===== src/rtl/id_stage_if.sv =====
// Fetch-side, execute-side and writeback signals of the decode stage, bundled with
// modports for the stage itself (slave) and whatever drives it (master).
interface id_stage_if #(
  parameter int XLEN      = 32,
  parameter int REG_COUNT = 32
);
  localparam int RAW = $clog2(REG_COUNT);

  logic            in_valid;
  logic            in_ready;
  logic [XLEN-1:0] in_pc;
  logic [31:0]     in_instr;
  logic            flush;

  logic            wb_we;
  logic [RAW-1:0]  wb_rd;
  logic [XLEN-1:0] wb_data;

  logic            out_valid;
  logic            out_ready;
  logic [XLEN-1:0] out_pc;
  logic [XLEN-1:0] out_rs1_data;
  logic [XLEN-1:0] out_rs2_data;
  logic [XLEN-1:0] out_imm;
  logic [RAW-1:0]  out_rd;
  logic [RAW-1:0]  out_rs1;
  logic [RAW-1:0]  out_rs2;
  logic [6:0]      out_funct7;
  logic [2:0]      out_funct3;
  logic            out_alu_src;
  logic            out_branch;
  logic            out_mem_read;
  logic            out_mem_write;
  logic            out_mem_to_reg;
  logic            out_reg_write;
  logic [1:0]      out_alu_op;
  logic            out_jal;
  logic            out_jalr;
  logic            out_auipc;
  logic            out_lui;
  logic            out_mac;
  logic            out_illegal;

  modport slave (
    input  in_valid, in_pc, in_instr, flush, wb_we, wb_rd, wb_data, out_ready,
    output in_ready, out_valid, out_pc, out_rs1_data, out_rs2_data, out_imm,
           out_rd, out_rs1, out_rs2, out_funct7, out_funct3, out_alu_src,
           out_branch, out_mem_read, out_mem_write, out_mem_to_reg, out_reg_write,
           out_alu_op, out_jal, out_jalr, out_auipc, out_lui, out_mac, out_illegal
  );

  modport master (
    output in_valid, in_pc, in_instr, flush, wb_we, wb_rd, wb_data, out_ready,
    input  in_ready, out_valid, out_pc, out_rs1_data, out_rs2_data, out_imm,
           out_rd, out_rs1, out_rs2, out_funct7, out_funct3, out_alu_src,
           out_branch, out_mem_read, out_mem_write, out_mem_to_reg, out_reg_write,
           out_alu_op, out_jal, out_jalr, out_auipc, out_lui, out_mac, out_illegal
  );
endinterface


===== src/rtl/id_stage.sv =====
// RV32I + MAC decode stage: register file with writeback bypass, immediate generation,
// load-use interlock and an ID/EX register with valid/ready handshakes on both sides.
module id_stage #(
  parameter int XLEN      = 32,
  parameter int REG_COUNT = 32
) (
  input  logic        clk,
  input  logic        reset,
  id_stage_if.slave   io
);
  localparam int RAW = $clog2(REG_COUNT);

  typedef enum logic [6:0] {
    OPC_OP     = 7'b0110011,
    OPC_OP_IMM = 7'b0010011,
    OPC_LOAD   = 7'b0000011,
    OPC_STORE  = 7'b0100011,
    OPC_BRANCH = 7'b1100011,
    OPC_JAL    = 7'b1101111,
    OPC_JALR   = 7'b1100111,
    OPC_AUIPC  = 7'b0010111,
    OPC_LUI    = 7'b0110111,
    OPC_MAC    = 7'b1111111
  } opcode_e;

  typedef struct packed {
    logic [XLEN-1:0] pc;
    logic [XLEN-1:0] rs1_data;
    logic [XLEN-1:0] rs2_data;
    logic [XLEN-1:0] imm;
    logic [RAW-1:0]  rd;
    logic [RAW-1:0]  rs1;
    logic [RAW-1:0]  rs2;
    logic [6:0]      funct7;
    logic [2:0]      funct3;
    logic            alu_src;
    logic            branch;
    logic            mem_read;
    logic            mem_write;
    logic            mem_to_reg;
    logic            reg_write;
    logic [1:0]      alu_op;
    logic            jal;
    logic            jalr;
    logic            auipc;
    logic            lui;
    logic            mac;
    logic            illegal;
  } idex_t;

  logic [XLEN-1:0] rf_q [REG_COUNT];
  idex_t           ex_d, ex_q;
  logic            valid_q;
  logic [6:0]      opcode;
  logic [31:0]     imm32;
  logic            rs1_used, rs2_used;
  logic            load_use;
  logic            in_ready;

  assign opcode = io.in_instr[6:0];

  // NOTE: every output of a combinational block is given a default first; a path that
  // leaves one unassigned would infer a latch.
  always_comb begin
    ex_d        = '0;
    imm32       = '0;
    rs1_used    = 1'b1;
    rs2_used    = 1'b0;
    ex_d.pc     = io.in_pc;
    ex_d.rd     = io.in_instr[7 +: RAW];
    ex_d.rs1    = io.in_instr[15 +: RAW];
    ex_d.rs2    = io.in_instr[20 +: RAW];
    ex_d.funct3 = io.in_instr[14:12];
    ex_d.funct7 = io.in_instr[31:25];
    case (opcode)
      OPC_OP: begin
        ex_d.reg_write = 1'b1; ex_d.alu_op = 2'b10; rs2_used = 1'b1;
      end
      OPC_OP_IMM: begin
        ex_d.alu_src = 1'b1; ex_d.reg_write = 1'b1; ex_d.alu_op = 2'b10;
        imm32 = {{20{io.in_instr[31]}}, io.in_instr[31:20]};
      end
      OPC_LOAD: begin
        ex_d.alu_src = 1'b1; ex_d.mem_read = 1'b1; ex_d.mem_to_reg = 1'b1;
        ex_d.reg_write = 1'b1;
        imm32 = {{20{io.in_instr[31]}}, io.in_instr[31:20]};
      end
      OPC_STORE: begin
        ex_d.alu_src = 1'b1; ex_d.mem_write = 1'b1; rs2_used = 1'b1;
        imm32 = {{20{io.in_instr[31]}}, io.in_instr[31:25], io.in_instr[11:7]};
      end
      OPC_BRANCH: begin
        ex_d.branch = 1'b1; ex_d.alu_op = 2'b01; rs2_used = 1'b1;
        imm32 = {{19{io.in_instr[31]}}, io.in_instr[31], io.in_instr[7],
                 io.in_instr[30:25], io.in_instr[11:8], 1'b0};
      end
      OPC_JAL: begin
        ex_d.reg_write = 1'b1; ex_d.jal = 1'b1; rs1_used = 1'b0;
        imm32 = {{11{io.in_instr[31]}}, io.in_instr[31], io.in_instr[19:12],
                 io.in_instr[20], io.in_instr[30:21], 1'b0};
      end
      OPC_JALR: begin
        ex_d.alu_src = 1'b1; ex_d.reg_write = 1'b1; ex_d.jalr = 1'b1;
        imm32 = {{20{io.in_instr[31]}}, io.in_instr[31:20]};
      end
      OPC_AUIPC: begin
        ex_d.alu_src = 1'b1; ex_d.reg_write = 1'b1; ex_d.auipc = 1'b1; rs1_used = 1'b0;
        imm32 = {io.in_instr[31:12], 12'b0};
      end
      OPC_LUI: begin
        ex_d.alu_src = 1'b1; ex_d.reg_write = 1'b1; ex_d.lui = 1'b1; rs1_used = 1'b0;
        imm32 = {io.in_instr[31:12], 12'b0};
      end
      OPC_MAC: begin
        ex_d.reg_write = 1'b1; ex_d.alu_op = 2'b11; ex_d.mac = 1'b1; rs2_used = 1'b1;
      end
      default: begin
        ex_d.illegal = 1'b1; rs1_used = 1'b0;
      end
    endcase
    ex_d.imm = XLEN'($signed(imm32));

    // Writeback in the same cycle is forwarded so the operand is never stale.
    if (ex_d.rs1 == '0)                             ex_d.rs1_data = '0;
    else if (io.wb_we && io.wb_rd == ex_d.rs1)      ex_d.rs1_data = io.wb_data;
    else                                            ex_d.rs1_data = rf_q[ex_d.rs1];
    if (ex_d.rs2 == '0)                             ex_d.rs2_data = '0;
    else if (io.wb_we && io.wb_rd == ex_d.rs2)      ex_d.rs2_data = io.wb_data;
    else                                            ex_d.rs2_data = rf_q[ex_d.rs2];
  end

  assign load_use = valid_q && ex_q.mem_read && (ex_q.rd != '0) && io.in_valid &&
                    ((rs1_used && ex_d.rs1 == ex_q.rd) || (rs2_used && ex_d.rs2 == ex_q.rd));
  assign in_ready = !reset && !load_use && (!valid_q || io.out_ready);

  // NOTE: the register file is cleared on reset like any other state; this keeps it
  // out of plain RAM macros but gives deterministic reads after reset.
  always_ff @(posedge clk) begin
    if (reset) begin
      for (int i = 0; i < REG_COUNT; i++) rf_q[i] <= '0;
    end else if (io.wb_we && io.wb_rd != '0) begin
      rf_q[io.wb_rd] <= io.wb_data;
    end
  end

  // NOTE: sequential state uses non-blocking assignments so every register samples
  // the values from before the edge, independent of statement order.
  always_ff @(posedge clk) begin
    if (reset) begin
      valid_q <= 1'b0;
      ex_q    <= '0;
    end else if (io.flush) begin
      valid_q <= 1'b0;
    end else if (valid_q && !io.out_ready) begin
      valid_q <= valid_q;
    end else if (io.in_valid && in_ready) begin
      valid_q <= 1'b1;
      ex_q    <= ex_d;
    end else begin
      valid_q <= 1'b0;
    end
  end

  assign io.in_ready       = in_ready;
  assign io.out_valid      = valid_q;
  assign io.out_pc         = ex_q.pc;
  assign io.out_rs1_data   = ex_q.rs1_data;
  assign io.out_rs2_data   = ex_q.rs2_data;
  assign io.out_imm        = ex_q.imm;
  assign io.out_rd         = ex_q.rd;
  assign io.out_rs1        = ex_q.rs1;
  assign io.out_rs2        = ex_q.rs2;
  assign io.out_funct7     = ex_q.funct7;
  assign io.out_funct3     = ex_q.funct3;
  assign io.out_alu_src    = ex_q.alu_src;
  assign io.out_branch     = ex_q.branch;
  assign io.out_mem_read   = ex_q.mem_read;
  assign io.out_mem_write  = ex_q.mem_write;
  assign io.out_mem_to_reg = ex_q.mem_to_reg;
  assign io.out_reg_write  = ex_q.reg_write;
  assign io.out_alu_op     = ex_q.alu_op;
  assign io.out_jal        = ex_q.jal;
  assign io.out_jalr       = ex_q.jalr;
  assign io.out_auipc      = ex_q.auipc;
  assign io.out_lui        = ex_q.lui;
  assign io.out_mac        = ex_q.mac;
  assign io.out_illegal    = ex_q.illegal;
endmodule


===== src/flat_wrapper.sv =====
// flat-port wrapper written by rule: the top's interface ports become plain ports
module id_stage_flat 
#(
  parameter int XLEN      = 32,
  parameter int REG_COUNT = 32
)
  (clk, reset, io_in_valid, io_in_pc, io_in_instr, io_flush, io_wb_we, io_wb_rd, io_wb_data, io_out_ready, io_in_ready, io_out_valid, io_out_pc, io_out_rs1_data, io_out_rs2_data, io_out_imm, io_out_rd, io_out_rs1, io_out_rs2, io_out_funct7, io_out_funct3, io_out_alu_src, io_out_branch, io_out_mem_read, io_out_mem_write, io_out_mem_to_reg, io_out_reg_write, io_out_alu_op, io_out_jal, io_out_jalr, io_out_auipc, io_out_lui, io_out_mac, io_out_illegal);
  id_stage_if #(.XLEN(XLEN), .REG_COUNT(REG_COUNT)) io_i ();
  input  logic clk;
  input  logic reset;
  input wire logic [$bits(io_i.in_valid)-1:0] io_in_valid;
  input wire logic [$bits(io_i.in_pc)-1:0] io_in_pc;
  input wire logic [$bits(io_i.in_instr)-1:0] io_in_instr;
  input wire logic [$bits(io_i.flush)-1:0] io_flush;
  input wire logic [$bits(io_i.wb_we)-1:0] io_wb_we;
  input wire logic [$bits(io_i.wb_rd)-1:0] io_wb_rd;
  input wire logic [$bits(io_i.wb_data)-1:0] io_wb_data;
  input wire logic [$bits(io_i.out_ready)-1:0] io_out_ready;
  output wire logic [$bits(io_i.in_ready)-1:0] io_in_ready;
  output wire logic [$bits(io_i.out_valid)-1:0] io_out_valid;
  output wire logic [$bits(io_i.out_pc)-1:0] io_out_pc;
  output wire logic [$bits(io_i.out_rs1_data)-1:0] io_out_rs1_data;
  output wire logic [$bits(io_i.out_rs2_data)-1:0] io_out_rs2_data;
  output wire logic [$bits(io_i.out_imm)-1:0] io_out_imm;
  output wire logic [$bits(io_i.out_rd)-1:0] io_out_rd;
  output wire logic [$bits(io_i.out_rs1)-1:0] io_out_rs1;
  output wire logic [$bits(io_i.out_rs2)-1:0] io_out_rs2;
  output wire logic [$bits(io_i.out_funct7)-1:0] io_out_funct7;
  output wire logic [$bits(io_i.out_funct3)-1:0] io_out_funct3;
  output wire logic [$bits(io_i.out_alu_src)-1:0] io_out_alu_src;
  output wire logic [$bits(io_i.out_branch)-1:0] io_out_branch;
  output wire logic [$bits(io_i.out_mem_read)-1:0] io_out_mem_read;
  output wire logic [$bits(io_i.out_mem_write)-1:0] io_out_mem_write;
  output wire logic [$bits(io_i.out_mem_to_reg)-1:0] io_out_mem_to_reg;
  output wire logic [$bits(io_i.out_reg_write)-1:0] io_out_reg_write;
  output wire logic [$bits(io_i.out_alu_op)-1:0] io_out_alu_op;
  output wire logic [$bits(io_i.out_jal)-1:0] io_out_jal;
  output wire logic [$bits(io_i.out_jalr)-1:0] io_out_jalr;
  output wire logic [$bits(io_i.out_auipc)-1:0] io_out_auipc;
  output wire logic [$bits(io_i.out_lui)-1:0] io_out_lui;
  output wire logic [$bits(io_i.out_mac)-1:0] io_out_mac;
  output wire logic [$bits(io_i.out_illegal)-1:0] io_out_illegal;
  assign io_i.in_valid = io_in_valid;
  assign io_i.in_pc = io_in_pc;
  assign io_i.in_instr = io_in_instr;
  assign io_i.flush = io_flush;
  assign io_i.wb_we = io_wb_we;
  assign io_i.wb_rd = io_wb_rd;
  assign io_i.wb_data = io_wb_data;
  assign io_i.out_ready = io_out_ready;
  assign io_in_ready = io_i.in_ready;
  assign io_out_valid = io_i.out_valid;
  assign io_out_pc = io_i.out_pc;
  assign io_out_rs1_data = io_i.out_rs1_data;
  assign io_out_rs2_data = io_i.out_rs2_data;
  assign io_out_imm = io_i.out_imm;
  assign io_out_rd = io_i.out_rd;
  assign io_out_rs1 = io_i.out_rs1;
  assign io_out_rs2 = io_i.out_rs2;
  assign io_out_funct7 = io_i.out_funct7;
  assign io_out_funct3 = io_i.out_funct3;
  assign io_out_alu_src = io_i.out_alu_src;
  assign io_out_branch = io_i.out_branch;
  assign io_out_mem_read = io_i.out_mem_read;
  assign io_out_mem_write = io_i.out_mem_write;
  assign io_out_mem_to_reg = io_i.out_mem_to_reg;
  assign io_out_reg_write = io_i.out_reg_write;
  assign io_out_alu_op = io_i.out_alu_op;
  assign io_out_jal = io_i.out_jal;
  assign io_out_jalr = io_i.out_jalr;
  assign io_out_auipc = io_i.out_auipc;
  assign io_out_lui = io_i.out_lui;
  assign io_out_mac = io_i.out_mac;
  assign io_out_illegal = io_i.out_illegal;
  id_stage #(.XLEN(XLEN), .REG_COUNT(REG_COUNT)) u_core (.clk(clk), .reset(reset), .io(io_i));
endmodule

===== config.mk =====
export PLATFORM = sky130hd
export DESIGN_NAME = id_stage_flat
export DESIGN_NICKNAME = d
export VERILOG_FILES = /design/src/rtl/id_stage_if.sv /design/src/rtl/id_stage.sv /design/src/flat_wrapper.sv
export SDC_FILE = /design/constraint.sdc
export NUM_CORES = 2
export LEC_CHECK = 0
export ABC_AREA = 1
export BUFFER_PORTS_ARGS = -buffer_cell sky130_fd_sc_hd__buf_4
export CELL_PAD_IN_SITES_DETAIL_PLACEMENT = 1
export CELL_PAD_IN_SITES_GLOBAL_PLACEMENT = 1
export CORE_MARGIN = 8
export CORE_UTILIZATION = 50
export CTS_CLUSTER_DIAMETER = 80
export DETAILED_ROUTE_END_ITERATION = 8
export PLACE_DENSITY = 0.83
export SYNTH_ARGS = -nofsm -noshare
export SYNTH_HDL_FRONTEND = slang
export SYNTH_SLANG_ARGS = --single-unit

===== constraint.sdc =====
create_clock -name clk -period 4 [get_ports clk]
set_input_delay 0.4 -clock clk [delete_from_list [all_inputs] [get_ports clk]]
set_output_delay 0.4 -clock clk [all_outputs]
set_load 0.005 [all_outputs]

==> qor.csv <==
stage;metric;value;unit
floorplanning;core_area;132000;um^2
grt;overflow;0;
layout;drive_gt1_frac;0.0904;
detailed_routing;ant_nets;0;
synthesis;ys_ff_latch;1191;
setup_path;cp.buffers_inverters;7;
clocking;cts_setup_buffers;0;
placed_design;pre_cts_ws;913;ps
sta;period_share;0.704;
clocking;clk_pin_slew;60;ps
sta;rsz0062_at_grt;false;
floorplanning;start_util;0.504;
synthesis;syn_area;66500;um^2
clocking;cts_resized;0;
floorplanning;rows;133;
detailed_routing;drt_wl_total;303000;um
power;leakagePower;34.7;nW
synthesis;synth_top_area_frac;0.463;
detailed_routing;via_count;67800;
grt;track_usage;0.403;
sta;max-slew-margin-rel;0.268;
detailed_routing;drt_first_pass_iters;6;
setup_path;cpPeakStageDelay;580;ps
min_path;whs_path_depth;4;
synthesis;synth_edf_count;1024;
grt;antenna_found_initial;10;
clocking;cts_tree;yes;
synthesis;async_reset_ff_frac;0;
sta;final_max_slew_viol_count;0;
synthesis;synthFlopType;edfxtp_1;
power;vdd_drop_max;0.464;mV
sta;layout_setup_ws;1190;ps
power;p_int;22.7;mW
setup_path;cp_slowest_cell;buf_4;
sta;hold_viol_final;0;
clocking;cts_made_buffers;140;
sta;finalSetupViolCount;0;
grt;grt_max_degree;165;
clocking;h-tree-depth;4;
power;swShare;0.289;
synthesis;synth_top_cell_by_area;edfxtp_1;
sta;holdWs;55.9;ps
clocking;cts-root-buf;clkbuf_16;
sta;max_freq;355;MHz
synthesis;synth_commonest_cells;2,492 x nand2_1, 1,839 x nand3_1, 1,274 x nor2_1;
placed_design;dpl.hpwl;185000;um
detailed_routing;wl_per_cell;28.0;um
sta;skew;22.4;ps
clocking;insertion_delay;810;ps
setup_path;critical_path_required;4420;ps
detailed_routing;drc;0;
power;p_sw;9.21;mW
synthesis;synth.most_common_cell;nand2_1;
detailed_routing;vias_per_cell;6.26;
setup_path;crit_cells;11;
power;combPwrFrac;0.148;
synthesis;synth.area.top_cells;edfxtp_1 46%, nand2_1 14%, nand3_1 14%, nor2_1 7.2%, inv_1 5.9%;
setup_path;arrival;3240;ps
setup_path;crit_chain;dlygate4sd3_1, buf_6, inv_2, nand3_1, inv_1, nand3_1, inv_1, nand2_1, buf_4, nand2_2, buf_4;
detailed_routing;drtIter0Drc;8948;
placed_design;post_dp_cell_area;70700;um^2
sta;tns;0;ps
power;power_frac_seq;0.451;
sta;tightestPinTransition;1100;ps
synthesis;ys_warn_count;0;
setup_path;crit_type;input pin to register;
sta;period_minus_slack;2810;ps
synthesis;synth_cell_type_count;29;
setup_path;setup.worst_path.start_class;input pin;
layout;nets;9066;
synthesis;syn_inst;8915;
setup_path;r2r_cells;14;
floorplanning;dieWidth;381;um
placed_design;gp_congestion;0.924;
floorplanning;die_area;145000;um^2
layout;syn2layout_area_growth;13.8;%
floorplanning;die_h;381;um
run;maxCapViolations;0;
clocking;cts_hold_buf;56;
power;power.density;421;nW/um^2
power;clkPwrFrac;0.401;
layout;final_area;75700;um^2
setup_path;crit_path_end_kind;register;
placed_design;port_buffers;275;
clocking;clock_sinks;1191;
grt;grt_pass1_wl;444000;um
floorplanning;pin_count;276;
status;outcome;finished clean;
min_path;min-delay-path-class;input pin to register;
synthesis;seq_area_frac_synth;0.513;
grt;grt_pass1_vias;70800;
synthesis;avgSynthCellArea;7.46;um^2
setup_path;path_max_fanout;32;
setup_path;crit_family;buffers and inverters;
clocking;clockBufferDepth;3;
-- placed cells by master (no fill, tap or decap), types with 3 or more instances in the layout --
cell type      count
o21ai_0           18
conb_1            32
or2_2             16
bufinv_16          7
clkinv_2          15
buf_4            462
clkinv_8           7
o21ai_1           10
inv_6              7
nand3_2            3
dfxtp_1          167
clkinv_1          21
clkbuf_16        146
inv_2             40
o22ai_1            7
nand4_1            5
inv_8              4
buf_8              4
buf_6              3
a21oi_1          106
dlygate4sd3_1     56
nand2_1         2454
edfxtp_1        1024
nand2_2           38
diode_2            4
inv_1           1048
o211ai_1         128
clkbuf_8           6
buf_12            56
nand3_1         1837
nor2_1          1274
nor3_1            12
clkbuf_1          45
-- area by class of cell --
| class | instances | area [um^2] |
|---|---|---|
| fill | 16300 | 56100 |
| multi-input combinational | 5948 | 25500 |
| timing repair buffer | 581 | 5240 |
| inverter | 1097 | 4160 |
| clock buffer | 197 | 3910 |
| tap | 1755 | 2200 |
| sequential | 1191 | 34100 |
| antenna | 4 | 10.0 |
| clock inverter | 56 | 551 |
-- cell families (layout without fill, tap and decap cells) --
kind of cell              Yosys count  count (layout)  share of synthesized area
and+or+nand+nor                  5642            5642                      0.355
buffers and inverters            1807            1931                      0.107
DFF                              1191            1191                      0.513
AOI/OAI and AO/OA                 272             272                     0.0256
xor gates and xnor gates            2               2                   0.000264
other                               1              36                  0.0000564
-- power groups by stage --
stage | logic [mW] | registers (mW) | clock network [mW]
after global placement | 4.29 | 14.6 | 0
after global routing | 4.95 | 14.4 | 13.2
final | 4.71 | 14.4 | 12.8
after CTS | 4.55 | 14.4 | 12.8
after floorplan | 2.59 | 14.5 | 0
after detailed placement | 4.45 | 14.6 | 0
-- flip-flops by register name (all words and copies together), names as in the netlist, 3 cells and up --
name / cells
u_core.io.out_pc: 32
u_core.io.out_rs1_data: 32
u_core.io.out_imm: 32
u_core.io.out_rs1: 5
u_core.io.out_funct3: 3
u_core.io.out_rd: 5
u_core.rf_q: 1024
u_core.io.out_funct7: 7
u_core.io.out_rs2: 5
u_core.io.out_rs2_data: 32
-- metal layers --
layer	GRT usage	wire (um)	vias up
li1	-	-	28500
met1	0.477	106000	33100
met2	0.632	135000	4802
met3	0.0939	34600	1425
met4	0.316	27800	14
met5	0	99	-
-- worst min-delay path: stages --
cell     delay, ps
buf_4          110
nor3_4          70
nand3_1        140
a21oi_1         80
-- metrics by stage --
step / util / total power [mW] / std cells
after floorplan: - / 17.1 / 8946
after global placement: 0.536 / 18.9 / 10500
after detailed placement: 0.536 / 19.1 / 10500
after CTS: 0.574 / 31.7 / 10800
after global routing: 0.574 / 32.6 / 10800
final: 0.574 / 31.9 / 10800
-- final timing paths --
path | endpoint | start | slack, ps
worst max-delay path | u_core.rf_q[6][30]$_SDFFCE_PN0P_ | reset | 1190
worst min-delay path | u_core.io.out_mem_write$_SDFFE_PP0P_ | io_in_instr[3] | 60
worst max register to register | u_core.io.out_rs1_data[12]$_SDFFE_PP0P_ | u_core.io.out_rd[4]$_SDFFE_PP0P_ | 1340
worst min register to register | u_core.io.out_pc[8]$_SDFFE_PP0P_ | u_core.io.out_pc[8]$_SDFFE_PP0P_ | 470
Power figures use the tool's default switching activity.
